$ cat src/rtl/arb4_pkg.sv
// Shared types and constants for the 4-way round-robin grant arbiter.
package arb4_pkg;

    localparam int N_REQ = 4;
    localparam int CNT_W = 4;

    typedef enum logic {
        IDLE = 1'b0,
        OWN  = 1'b1
    } state_t;

    function automatic logic [1:0] onehot_to_idx(input logic [N_REQ-1:0] oh);
        logic [1:0] idx;
        idx = 2'd0;
        for (int i = 0; i < N_REQ; i++) begin
            if (oh[i]) idx = i[1:0];
        end
        return idx;
    endfunction

endpackage

$ cat src/rtl/arb4_rr_x1_rr_pick4.sv
// Round-robin picker: one-hot first set request at or after start, wrapping.
// Latency: purely combinational. Backpressure: none, pure function of inputs.
module rr_pick4
    import arb4_pkg::*;
(
    input  logic [N_REQ-1:0] req,
    input  logic [1:0]       start,
    output logic [N_REQ-1:0] win
);

    logic       found;
    logic [1:0] idx;

    always_comb begin
        win   = '0;
        found = 1'b0;
        idx   = 2'd0;
        for (int i = 0; i < N_REQ; i++) begin
            idx = start + i[1:0];
            if (!found && req[idx]) begin
                win[idx] = 1'b1;
                found    = 1'b1;
            end
        end
    end

endmodule

$ cat src/rtl/arb4_rr_x1.sv
// Four-requester round-robin arbiter with bounded hold time and registered one-hot grant.
// Latency: one cycle from request to grant. Backpressure: requests are levels, never latched.
module arb4_rr_x1
    import arb4_pkg::*;
#(
    parameter int HOLD_MAX = 4
) (
    input  logic       CK,
    input  logic       RST,
    input  logic       A1,
    input  logic       A2,
    input  logic       A3,
    input  logic       A4,
    output logic [3:0] G,
    output logic       ZN
);

    localparam logic [CNT_W-1:0] HOLD_LIM = CNT_W'(HOLD_MAX);

    state_t             state;
    logic [N_REQ-1:0]   g_q;
    logic               zn_q;
    logic [1:0]         ptr;
    logic [CNT_W-1:0]   cnt;

    logic [N_REQ-1:0]   req;
    logic [N_REQ-1:0]   pick;
    logic               owner_req;
    logic               do_grant;
    logic               go_idle;
    logic               do_inc;

    assign req       = {A4, A3, A2, A1};
    assign owner_req = |(req & g_q);

    // Excluding the owner lets one picker serve every case: in IDLE g_q is zero,
    // and when the owner drops its bit is already clear.
    rr_pick4 u_pick (
        .req   (req & ~g_q),
        .start (ptr),
        .win   (pick)
    );

    always_comb begin
        do_grant = 1'b0;
        go_idle  = 1'b0;
        do_inc   = 1'b0;
        if (state == IDLE) begin
            do_grant = |pick;
        end else if (!owner_req) begin
            do_grant = |pick;
            go_idle  = ~(|pick);
        end else if (cnt < HOLD_LIM) begin
            do_inc = 1'b1;
        end else begin
            do_grant = |pick;
        end
    end

    always_ff @(posedge CK or posedge RST) begin
        if (RST) begin
            state <= IDLE;
            g_q   <= '0;
            zn_q  <= 1'b0;
            ptr   <= 2'd0;
            cnt   <= '0;
        end else if (do_grant) begin
            state <= OWN;
            g_q   <= pick;
            zn_q  <= 1'b1;
            ptr   <= onehot_to_idx(pick) + 2'd1;
            cnt   <= CNT_W'(1);
        end else if (go_idle) begin
            state <= IDLE;
            g_q   <= '0;
            zn_q  <= 1'b0;
            cnt   <= '0;
        end else if (do_inc) begin
            cnt   <= cnt + CNT_W'(1);
        end
    end

    assign G  = g_q;
    assign ZN = zn_q;

endmodule

$ cat config.mk
export PLATFORM = sky130hd
export DESIGN_NAME = arb4_rr_x1
export DESIGN_NICKNAME = d
export VERILOG_FILES = /design/src/rtl/arb4_pkg.sv /design/src/rtl/arb4_rr_x1_rr_pick4.sv /design/src/rtl/arb4_rr_x1.sv
export SDC_FILE = /design/constraint.sdc
export NUM_CORES = 1
export LEC_CHECK = 0
export CAP_MARGIN = 10
export CORE_MARGIN = 5
export CORE_UTILIZATION = 40
export DETAILED_ROUTE_END_ITERATION = 10
export GPL_TIMING_DRIVEN = 0
export PLACE_DENSITY_LB_ADDON = 0.12
export RECOVER_POWER = 100
export SLEW_MARGIN = 15
export SYNTH_ARGS = -nofsm -noshare
export SYNTH_HDL_FRONTEND = slang
export SYNTH_HIERARCHICAL = 1
export SYNTH_SLANG_ARGS = --single-unit
$ cat constraint.sdc
create_clock -name CK -period 2.5 [get_ports CK]
set_clock_uncertainty 0.2 [all_clocks]
set_input_delay 0.5 -clock CK [delete_from_list [all_inputs] [get_ports CK]]
set_output_delay 0.5 -clock CK [all_outputs]
set_load 0.02 [all_outputs]
==> results of run 1 <==
state kept, by name, indices dropped and copies added, names as in the netlist:
register,cells
G,4
cnt,4
ZN,1
ptr,2
cell type report:
cell class / count / area [sq um]
Fill cell: 185 / 867
Buffer: 1 / 11.3
Timing Repair Buffer: 30 / 250
Inverter: 8 / 32.5
Multi-Input combinational cell: 67 / 669
Clock buffer: 4 / 26.3
Tap cell: 28 / 35.0
Sequential cell: 11 / 278
stage by stage:
stage               hold WS, ps  utilization [%]  worst slack (ps)  area [sq um]
floorplan                   152                -              -117           932
global placement            303             49.2              -793          1070
detailed placement          306             49.2              -818          1070
CTS                         328             58.7              -181          1270
global route                371             60.0              -357          1300
finish                      321             60.0              -185          1300
logic make-up after synthesis:
group / after synthesis / synth area share [%]
DFF: 11 / 30.9
AOI/OAI and AO/OA: 26 / 24.0
and+or+nand+nor: 28 / 17.4
adders and majority gates: 7 / 9.83
muxes: 6 / 13.2
buffers and inverters: 9 / 4.63
repair_timing:
| action | CTS | global route |
|---|---|---|
| buffers inserted | 33 | 8 |
| hold buffers | 0 | 0 |
| pin swaps | 23 | 11 |
| endpoints found under the setup margin | 11 | 11 |
| gates resized for setup | 22 | 6 |
per-layer routing:
metal	share of wire [%]	up-vias
li1	-	388
met1	43	374
met2	51	15
met3	4.2	9
met4	2.5	0
met5	0	-
how the worst min path moves through the flow:
stage / to / slack [ps] / startpoint
global route: cnt[3] / 370 / cnt[3]
floorplan: G[0] / 150 / RST
detailed placement: cnt[3] / 310 / cnt[3]
global placement: cnt[3] / 300 / cnt[3]
finish: cnt[3] / 320 / cnt[3]
CTS: cnt[1] / 330 / RST
cell usage after synthesis:
cell / number / area, sq um
ha_1: 7 / 87.6
nor3_1: 1 / 5.00
o311ai_0: 1 / 8.76
a21oi_4: 1 / 16.3
nor2_1: 6 / 22.5
or3b_4: 1 / 11.3
a32oi_2: 1 / 16.3
o211ai_1: 4 / 30.0
a21o_2: 5 / 43.8
o22a_1: 1 / 8.76
and2_2: 1 / 7.51
dfrtp_1: 11 / 275
nor2b_1: 6 / 37.5
mux4_2: 2 / 45.0
inv_1: 8 / 30.0
a21oi_1: 7 / 35.0
a22oi_1: 2 / 15.0
nand2_1: 11 / 41.3
nor4b_4: 1 / 23.8
a22o_2: 4 / 40.0
mux4_1: 2 / 52.6
buf_6: 1 / 11.3
mux2i_1: 2 / 20.0
and2_1: 1 / 6.26
critical path, stage by stage (launching register included):
cell and delay (ps):
dfrtp_2 480, inv_4 60, ha_4 270, mux4_2 360, nor4b_4 380, nand2_1 110
o211ai_1 170, nor2_2 80, nand2_2 110, a32oi_4 80, a22o_2 270
==> impl_results.md, run 1 <==
* Placed cells at 125
* Fmax at 0.372 GHz
* Crit path DAT at 2650 ps
* Synthesized net count at 100
* Starting DRT DRC Count at 9
* GRT Util Overall at 14.4%
* H-tree levels at 1
* Final Max Slew Viols at 0
* Most frequent cells in the layout: buf_4, dfrtp_1, nand2_1
* DRC at 0
* M2 GR Usage at 25.3%
* Final worst slack at -185 ps
* Die width at 57.2 um
* Cells after Synth at 87
* Final ANT Viol Nets at 0
* Reg2reg end: G[3]
* Row count at 17
* Max-cap violations at 0
* Post-DP HPWL at 1380 um
* Routed vias at 786
* Status: complete, but fails checks
* Max-slew headroom at 62.3%
* Clock transition at the registers of the reported paths at 70 ps
* Critical Path RT at 2460 ps
* Setup crit end kind: register
* Die Y at 57.2 um
* Hold Crit Class: reg2reg
* Initial Utilization at 41.1%
* Seq cells post-synth at 11
* Min-Delay Path Depth at 1
* Largest fanout on the critical path at 7
* Clk sink count at 11
* First-pass GRT wire length at 3680 um
* Crit path time final at 2690 ps
* Avg Inst Size Synth at 10.2 sq um
* Vias in the first global route at 840
* RSZ-0062 raised after global routing: yes
* Core area at 2170 sq um
* P&R area growth vs syn at 46.2%
* Top Ports at 11
* CTS buffer count at 3
* Max Root-Sink Buffers at 2
* Post-Layout Cell Count at 149
* Cell Area, Synth at 891 sq um
* Layout cells sized above 1 at 51.2%
* Commonest non-fill, non-tap cell in the layout: buf_4
* DR WL/cell at 14.0 um
* Vias per cell at 5.28
* ANT cells at 0
* Initial antenna violation count at 0
* GRT Max-Usage Layer: met2
* IO Port Bufs at 10
* FF-to-FF setup slack at -190 ps
* CTS tree: built
* Worst r2r src: ptr[0]
* Largest net degree at the start of global routing at 12
* Drt pass-1 iters at 4
* Final period util at 107%
* Met1 usage at 16.4%
* Met3 GRT Util at 3.39%
* Synth cell types at 24
* CP startpoint kind: register
* Die ar. at 3270 sq um
* Final setup viols at 11
* Final Hold Viols at 0
* Routed WL at 2090 um
* Worst setup path endpoint: G[3]
* Setup TNS at -1570 ps
* Failing checks: negative setup slack
* Setup CP Type: reg2reg
* Reg2reg path depth at 10
* Sequential share of the synthesized area at 30.9%
* CTS Root Cell: clkbuf_4
* Grt total ovfl at 0
* Crit. Startpoint: ptr[0]
* Gp weighted congestion at 0.753
* Clk_lat worst skew at 270 ps
* Synth Warn # at 6
* Actual slew at the worst max-slew pin at 565 ps
* Nets at 135
Power of run 1 is left out: the tool's default activity adds up to more than one toggle a clock period on the data nets, which glitch-free logic cannot reach.
==> inputs of run 2 (changes only) <==
Settings changed: REMOVE_ABC_BUFFERS set to 1.
==> run 2 against run 1 <==
  * The run still ends with negative setup slack left
  * Fmax up 2.8%
  * Worst hold slack better by 0.81 ps
  * Design area down 3.2%
  * Final cell count down 2.0%
  * Via count down 1.3%
  * Flip-flop and latch count unchanged
  * Global-route usage up 0.13 points
  * Critical path type unchanged
  * Critical endpoint is now G[1]
  * Largest cell class unchanged
==> impl_results.md, run 2 (same netlist as run 1, synthesis figures left out) <==
* Register area at 279 sq um
* Max Root-Sink Buffers at 2
* Setup TNS at -706 ps
* Crit path time final at 2610 ps
* Gp weighted congestion at 0.791
* Cell Chain, Critical Path: inv_2, ha_4, mux4_2, nor4b_4, nand2_1, o211ai_1, nor2_1, nand2_2, a32oi_4, a22o_2
* Final Hold Viols at 0
* CTS buffer count at 3
* Clk sink count at 11
* Starting DRT DRC Count at 8
* DRC at 0
* Post-DP HPWL at 1370 um
* CTS Hold Bufs at 0
* Worst Hold Endpoint: cnt[3]
* Post-Layout Cell Count at 146
* Hold Crit Class: reg2reg
* Largest net degree at the start of global routing at 12
* H-tree levels at 1
* Final worst slack at -112 ps
* Status: complete, but fails checks
* Largest stage delay, worst path at 420 ps
* Routed vias at 776
* Vias per cell at 5.32
* Multi-input logic area at 661 sq um
* Worst r2r src: ptr[1]
* Crit path DAT at 2570 ps
* Metal3 WL at 87 um
* Clock transition at the registers of the reported paths at 70 ps
* Max-cap violations at 0
* Core area at 2170 sq um
* Final period util at 104%
* Largest fanout on the critical path at 7
* Clk_lat worst skew at 260 ps
* First-pass GRT wire length at 3710 um
* Grt total ovfl at 0
* Final Max Slew Viols at 0
* Top layer in use: met4
* Drt pass-1 iters at 4
* Vias in the first global route at 831
* P&R area growth vs syn at 41.6%
* Actual slew at the worst max-slew pin at 588 ps
* Placed cells at 124
* Final hold slack at 322 ps
* Initial Utilization at 41.1%
* RSZ-0062 raised after global routing: yes
* GRT Util Overall at 14.5%
* Fmax at 0.383 GHz
* CP startpoint kind: register
* Final setup viols at 9
* Max-slew headroom at 60.8%
* Pre-CTS WS at -896 ps
* Setup CP Type: reg2reg
* Crit-path slowest cell: dfrtp_2
* Die ar. at 3270 sq um
* Met1 Wirelength at 883 um
* DR WL/cell at 14.8 um
* Row count at 17
* Hold_sp: cnt[3]
* FF-to-FF setup slack at -110 ps
* Critical Path RT at 2450 ps
* Setup crit end kind: register
* Initial antenna violation count at 0
* Failing checks: negative setup slack
* IO Port Bufs at 10
* Layout cells sized above 1 at 51.7%
* Min-Delay Path Depth at 1
* Final ANT Viol Nets at 0
* CTS Root Cell: clkbuf_4
* Reg2reg path depth at 10
* Most frequent cells in the layout: buf_4, nand2_1, dfrtp_1
* Fill count at 194
* Met2 wire length at 1170 um
* Reg2reg end: G[1]
* Commonest non-fill, non-tap cell in the layout: buf_4
* Routed WL at 2160 um
* Die Y at 57.2 um
* Die width at 57.2 um
* Nets at 132
* CTS tree: built
* ANT cells at 0
* Top Ports at 11
-- run 2: changes by cell type in the layout (fill, tap and decap cells not counted), moves of 2 or more --
cell	change
buf_6	+2
clkdlybuf4s15_1	-2
inv_2	+2
buf_2	+3
buf_4	-5
-- run 2: worst max-delay path by stage --
stage | from | to | slack, ps | cells past startpoint
final | ptr[1] | G[1] | -110 | 10
after global routing | ptr[0] | G[3] | -220 | 10
after CTS | ptr[1] | G[1] | -90 | 10
after detailed placement | A3 | G[1] | -900 | 10
after global placement | A4 | G[1] | -870 | 10
after floorplan | ptr[0] | G[2] | -240 | 10
-- run 2: layout make-up --
cell class / instances / area share (%)
multi-input combinational: 67 / 52.4
sequential: 11 / 22.1
timing repair buffer: 28 / 18.3
tap: 28 / 2.78
inverter: 8 / 2.38
clock buffer: 4 / 2.08
-- run 2: per-layer routing --
layer / vias to the layer above / track usage [%]
met5: - / 0
met4: 0 / 3.64
met3: 2 / 4.98
met2: 17 / 26.6
met1: 375 / 15.8
li1: 382 / -
-- run 2: what timing repair did --
item	in CTS	in global routing
endpoints found under the setup margin	11	11
hold endpoints to repair	0	0
gates resized for setup	40	5
pin swaps	17	7
setup buffers	17	3
-- run 2: stage by stage --
stage	area (sq um)	utilization, %
after CTS	1230	56.9
after detailed placement	1010	46.8
final	1260	58.1
after floorplan	880	-
after global routing	1260	58.1
after global placement	1010	46.8
-- run 2: worst max-delay path, delay by kind of cell, from the launching register on --
kind | cells | cell delay (ps)
buffers and inverters | 1 | 80
multiplexers | 1 | 380
AND/OR/NAND/NOR | 4 | 710
adder cells (fa/ha/maj) | 1 | 210
flip-flops | 1 | 420
AO/OA/AOI/OAI | 3 | 500
Power of run 2 is left out for the same reason.
==> inputs of run 3 (changes only) <==
Settings changed: CAP_MARGIN 10 to 20, SLEW_MARGIN 15 to 20.
==> results of run 3 <==
Same layout as run 2: the final DEF is identical, and so are final timing and power.
Power of run 3 is left out for the same reason.
